`src/rtl/register_file_operand_stage.sv`:
```
// Operand stage: instruction register, 4 x WORD_SIZE register file, registered ALU operands
// with write-read bypass, and a registered zero flag for branch microcode.

module rf_reg_cell #(
    parameter int WORD_SIZE = 16
) (
    input  logic                 clock,
    input  logic                 reset,
    input  logic                 we_i,
    input  logic [WORD_SIZE-1:0] d_i,
    output logic [WORD_SIZE-1:0] q_o
);
    logic [WORD_SIZE-1:0] data_q;

    always_ff @(posedge clock) begin
        if (reset) begin
            data_q <= '0;
        end else if (we_i) begin
            data_q <= d_i;
        end
    end

    assign q_o = data_q;
endmodule

module register_file_operand_stage #(
    parameter int WORD_SIZE = 16,
    parameter int REG_COUNT = 4,
    parameter int UOP_WIDTH = 8
) (
    input  logic                 clock,
    input  logic                 reset,
    input  logic                 ir_load,
    input  logic [WORD_SIZE-1:0] instruction_in,
    input  logic [UOP_WIDTH-1:0] uop_control,
    input  logic [WORD_SIZE-1:0] alu_result,
    input  logic [WORD_SIZE-1:0] mem_data,
    output logic [WORD_SIZE-1:0] operand_a,
    output logic [WORD_SIZE-1:0] operand_b,
    output logic [WORD_SIZE-1:0] store_data,
    output logic [7:0]           ir_opcode,
    output logic                 zero_flag
);
    localparam int IDX_W = 2;

    typedef struct packed {
        logic wb_sel_mem;
        logic wb_enable;
        logic b_sel_imm;
        logic latch_b;
        logic latch_a;
    } uop_t;

    uop_t uop;
    assign uop = uop_t'(uop_control[4:0]);

    // Upper control bits are reserved for other stages.
    logic unused_uop;
    assign unused_uop = ^uop_control[UOP_WIDTH-1:5];

    logic [WORD_SIZE-1:0] ir_q, ir_d;
    logic [WORD_SIZE-1:0] opa_q, opa_d;
    logic [WORD_SIZE-1:0] opb_q, opb_d;
    logic                 zero_q, zero_d;

    logic [REG_COUNT-1:0][WORD_SIZE-1:0] rf_q;
    logic [REG_COUNT-1:0]                rf_we;

    logic [IDX_W-1:0]     rd, ra, rb;
    logic [WORD_SIZE-1:0] imm;
    logic [WORD_SIZE-1:0] wb_data;

    // Fields always come from the currently held IR, so a same-cycle load affects the next cycle only.
    assign rd      = ir_q[7:6];
    assign ra      = ir_q[5:4];
    assign rb      = ir_q[3:2];
    assign imm     = {{(WORD_SIZE-8){1'b0}}, ir_q[7:0]};
    assign wb_data = uop.wb_sel_mem ? mem_data : alu_result;

    genvar g;
    generate
        for (g = 0; g < REG_COUNT; g++) begin : g_rf
            assign rf_we[g] = uop.wb_enable && (rd == IDX_W'(g));
            rf_reg_cell #(.WORD_SIZE(WORD_SIZE)) u_cell (
                .clock (clock),
                .reset (reset),
                .we_i  (rf_we[g]),
                .d_i   (wb_data),
                .q_o   (rf_q[g])
            );
        end
    endgenerate

    always_comb begin
        ir_d   = ir_q;
        opa_d  = opa_q;
        opb_d  = opb_q;
        zero_d = zero_q;
        if (ir_load) begin
            ir_d = instruction_in;
        end
        // Bypass the value being written this cycle so operands never see the stale entry.
        if (uop.latch_a) begin
            opa_d = (uop.wb_enable && rd == ra) ? wb_data : rf_q[ra];
        end
        if (uop.latch_b) begin
            if (uop.b_sel_imm) begin
                opb_d = imm;
            end else begin
                opb_d = (uop.wb_enable && rd == rb) ? wb_data : rf_q[rb];
            end
        end
        if (uop.wb_enable) begin
            zero_d = (wb_data == '0);
        end
    end

    always_ff @(posedge clock) begin
        if (reset) begin
            ir_q   <= '0;
            opa_q  <= '0;
            opb_q  <= '0;
            zero_q <= 1'b0;
        end else begin
            ir_q   <= ir_d;
            opa_q  <= opa_d;
            opb_q  <= opb_d;
            zero_q <= zero_d;
        end
    end

    assign operand_a  = opa_q;
    assign operand_b  = opb_q;
    assign store_data = rf_q[rd];
    assign ir_opcode  = ir_q[WORD_SIZE-1 -: 8];
    assign zero_flag  = zero_q;
endmodule

```
`config.mk`:
```
export PLATFORM = sky130hd
export DESIGN_NAME = register_file_operand_stage
export DESIGN_NICKNAME = d
export VERILOG_FILES = /design/src/rtl/register_file_operand_stage.sv
export SDC_FILE = /design/constraint.sdc
export NUM_CORES = 1
export LEC_CHECK = 0
export BUFFER_PORTS_ARGS = -buffer_cell sky130_fd_sc_hd__buf_2
export CORE_MARGIN = 5
export CORE_UTILIZATION = 60
export CTS_BUF_LIST = sky130_fd_sc_hd__clkbuf_8
export DETAILED_ROUTE_END_ITERATION = 10
export PLACE_DENSITY = 0.84
export SLEW_MARGIN = 25
export SYNTH_ARGS = -nofsm -noshare
export SYNTH_HDL_FRONTEND = slang
export SYNTH_HIERARCHICAL = 1
export SYNTH_SLANG_ARGS = --single-unit
```
`constraint.sdc`:
```
create_clock -name clock -period 3.2 [get_ports clock]
set_clock_uncertainty 0.15 [all_clocks]
set_input_delay 0.16 -clock clock [delete_from_list [all_inputs] [get_ports clock]]
set_output_delay 0.16 -clock clock [all_outputs]
set_load 0.01 [all_outputs]
```
==> results.txt <==
Of the available clock period, the critical path in the final layout requires 0.828. The flow ran to the end, and the final reports show no timing, DRC or antenna violations. The routability congestion estimate from global placement came out at 0.889. The register area share after synthesis is 0.377. The pin count of the biggest net entering global routing is 61. The post-synthesis cell type count is 31. The startpoint identified for the worst hold timing path is reset. The final setup violation count came out at 0. The most area-hungry cell type in the Yosys netlist is sky130_fd_sc_hd__dfxtp_1.

For this design the static power due to leakage is approximately 0.0029 µW. The Yosys warning count is 6. The total core area came out at about 10000 µm². The combined global-route utilization of all metal layers came out at 0.292. Prior to clock tree synthesis, the placed netlist has a worst setup slack of 0.919 ns. The global routing met1 resource utilization came out at 0.365. The number of port buffers is 112.

Of all nets on the critical path, the largest fanout is 14. The library cell with the highest instance count after synthesis is sky130_fd_sc_hd__dfxtp_1. The first-pass GRT wire length came out at 26.5 mm. In this run the clock root is driven by a sky130_fd_sc_hd__clkbuf_8.

The worst setup path is launched from a flip-flop. The number of instances in the placed design is between 700 and 800. From bottom edge to top edge, the die measures between 100 and 150 µm. At the worst endpoint, the required time is 2.89 ns. The finished layout holds 800 standard cells, fillers aside.

After detailed routing, the number of remaining DRC violations is 0. TritonCTS built the clock tree. The per-instance average area after synthesis is roughly 11 µm². The initial cell density of the core came out at 0.614.

The power density over cell area is roughly 540 nW/µm². The proportion of synthesized flip-flops having asynchronous set or reset came out at 0. The endpoint kind of the worst setup timing path is a primary output. The site row count is 36. The total wire length after detailed routing came out at roughly 17 mm. The number of gates resized after CTS is 0. The max capacitance violation total is 0.

In this run the critical register-to-register path is launched from ir_q[6]. The most used flip-flop cell after synthesis is sky130_fd_sc_hd__dfxtp_1. The DRC violation total after the first TritonRoute iteration is 470. The met2 capacity usage during global routing came out at 0.474. The critical path goes through buf_4 > mux4_2 > buf_2. The mean number of vias per cell came out at 6.38. The global-route met3 utilization is 0.0670. The total congestion overflow came out at 0. The stage delay of the slowest cell on the critical path is between 0.8 and 0.9 ns. The class of the most critical setup path is reg2out. The die width is around 110 µm. The number of cells traversed by the worst hold path came out at 2.

Among cell families on the critical path, the largest total delay comes from flip-flops. Ranked by instance count, the synthesized netlist is headed by sky130_fd_sc_hd__dfxtp_1 (113), sky130_fd_sc_hd__nor2_1 (100), sky130_fd_sc_hd__mux2i_1 (80). In this run the cell area measured after placement is approximately 6400 µm². The top-level I/O count came out at ~120. The number of clock buffers inserted by TritonCTS came out at 17.

For this run, the top clock speed supported by timing is around 0.38 GHz. The slew at the pin closest to its max-slew limit came out at roughly 0.85 ns. The via count of the first global-routing pass was 5098. The net count of the mapped netlist came out at between 600 and 700. The number of antenna violations at the first check in global routing was 0. In this run, post-CTS hold repair placed 18 buffers. The count of TritonRoute iterations in the first routing pass came out at 8. The area growth from synthesis to layout is 19.0%.

The post-detailed-route wirelength per cell is roughly 21 µm. The remaining antenna violation count after routing is 0. The cell area after synthesis came out at about 6000 µm². Among all stages on the critical path, the largest delay is contributed by sky130_fd_sc_hd__dfxtp_1. The worst-skew pair later-pin latency is about 0.43 ns.

Measured against its own limit, the worst slew margin works out to 0.433. For the finished layout, the period the worst path requires is around 2.6 ns. The top cell type's share of synthesized area is 0.377. The diode insertion count for antenna repair came out at 0. The clock passes through at most 2 buffers. The number of levels the H-tree was split into is 4. The full die area came out at between 10000 and 15000 µm².

The count of final max-slew check failures came out at 0. Setup repair after global routing left no endpoint under its margin. The path with the worst hold slack has its endpoint at ir_q[14].

The worst-case register-to-register setup slack came out at around 0.91 ns. The worst-case IR drop observed on VDD is about 0.00035 V. Once layout is done, the placed cells without fillers occupy about 7100 µm². The post-layout net count is between 700 and 800. After synthesis the netlist holds a flip-flop and latch count of about 110. The kind of path behind the tightest hold check is in2reg. The number of instances in the synthesized netlist came out at approximately 550.

The count of cells along the worst register-to-register path came out at 4. After global routing, the most crowded layer is met2. The routed via count is just over 5000.

The final worst slack is between 0.5 and 0.6 ns. Data on the critical path arrives at its endpoint at approximately 2.3 ns. The number of setup buffers added after CTS came out at 0.

By area the synthesized netlist is led by sky130_fd_sc_hd__dfxtp_1 (38%), sky130_fd_sc_hd__mux4_2 (17%), sky130_fd_sc_hd__mux2i_1 (13%). The hold violation count in the final report is 0. The worst register-to-register path ends at operand_a[12]. Clock tree synthesis found a total of 113 sinks. The proportion of layout cells with a drive suffix above 1 came out at 0.348. The post-DP HPWL is approximately 11 mm. The accumulated negative setup slack came out at 0 ns. After clock tree synthesis, the clock-pin slew on the worst setup and hold paths is about 0.07 ns. The number of buffers and inverters on the critical path is 2. The count of flip-flops with a built-in enable after synthesis is 0. Hold timing on the final database bottoms out at a slack of slightly above 0.06 ns.
==> placed cells by master (no fill, tap or decap), drive strengths merged, types with 4 or more instances in the layout <==
cell type    netlist  layout
buf               49     129
dfxtp            113     113
nor2             100     100
mux2i             80      80
nand2             50      50
mux4              48      48
a311oi            24      24
mux2              24      24
clkbuf            12      19
dlygate4sd3        0      18
a22o               9       9
o21ai              9       9
nand3b             8       8
bufinv             0       8
nor4               4       4
xnor2              4       4
==> kinds of logic after synthesis <==
family,count (synthesis),synth area share
buf+inv,61,0.0709
simple gates,176,0.125
flops,113,0.377
xor+xnor,4,0.00834
compound gates,43,0.0567
mux,152,0.362
==> worst max-delay path by stage <==
stage	startpoint	end	slack, ns	cells after the start
after floorplan	ir_q[7]	g_rf[2].u_cell/q_o[10]	1.49	7
after global placement	ir_q[6]	operand_b[13]	1.04	4
after detailed placement	ir_q[6]	operand_a[12]	0.92	4
after CTS	ir_q[6]	store_data[13]	0.51	3
after global routing	ir_q[6]	store_data[13]	0.42	3
final	ir_q[6]	store_data[13]	0.55	3
==> stage by stage <==
step                      power (µW)   util
final                           3890  0.731
after global routing            4020  0.731
after CTS                       3890  0.731
after detailed placement        2110  0.659
after global placement          2090  0.659
after floorplan                 1960      -
==> power by group <==
part           leakage, µW  switching [µW]  internal, µW
combinational      0.00168             316           272
clock             0.000272             568          1200
sequential        0.000923            60.8          1470
==> state kept, by name, summed over array words and instances, names as in the netlist <==
signal           count
operand_b           16
ir_q                16
g_rf.u_cell/q_o     64
zero_flag            1
operand_a           16
==> per-layer routing <==
metal  routed length, µm  share of wire  vias to the layer above
li1                    -              -                     2212
met1                6380           0.37                     2429
met2                8060           0.47                      378
met3                1880           0.11                       83
met4                 732          0.043                        0
met5                   0              0                        -
==> area by class of cell <==
class / count / area, µm²
sequential: 113 / 2260
clock buffer: 19 / 262
multi-input combinational: 375 / 3320
timing repair buffer: 147 / 871
tap: 133 / 166
clock inverter: 13 / 263
fill: 631 / 2630
No activity file was read; power rests on OpenSTA's default activity.
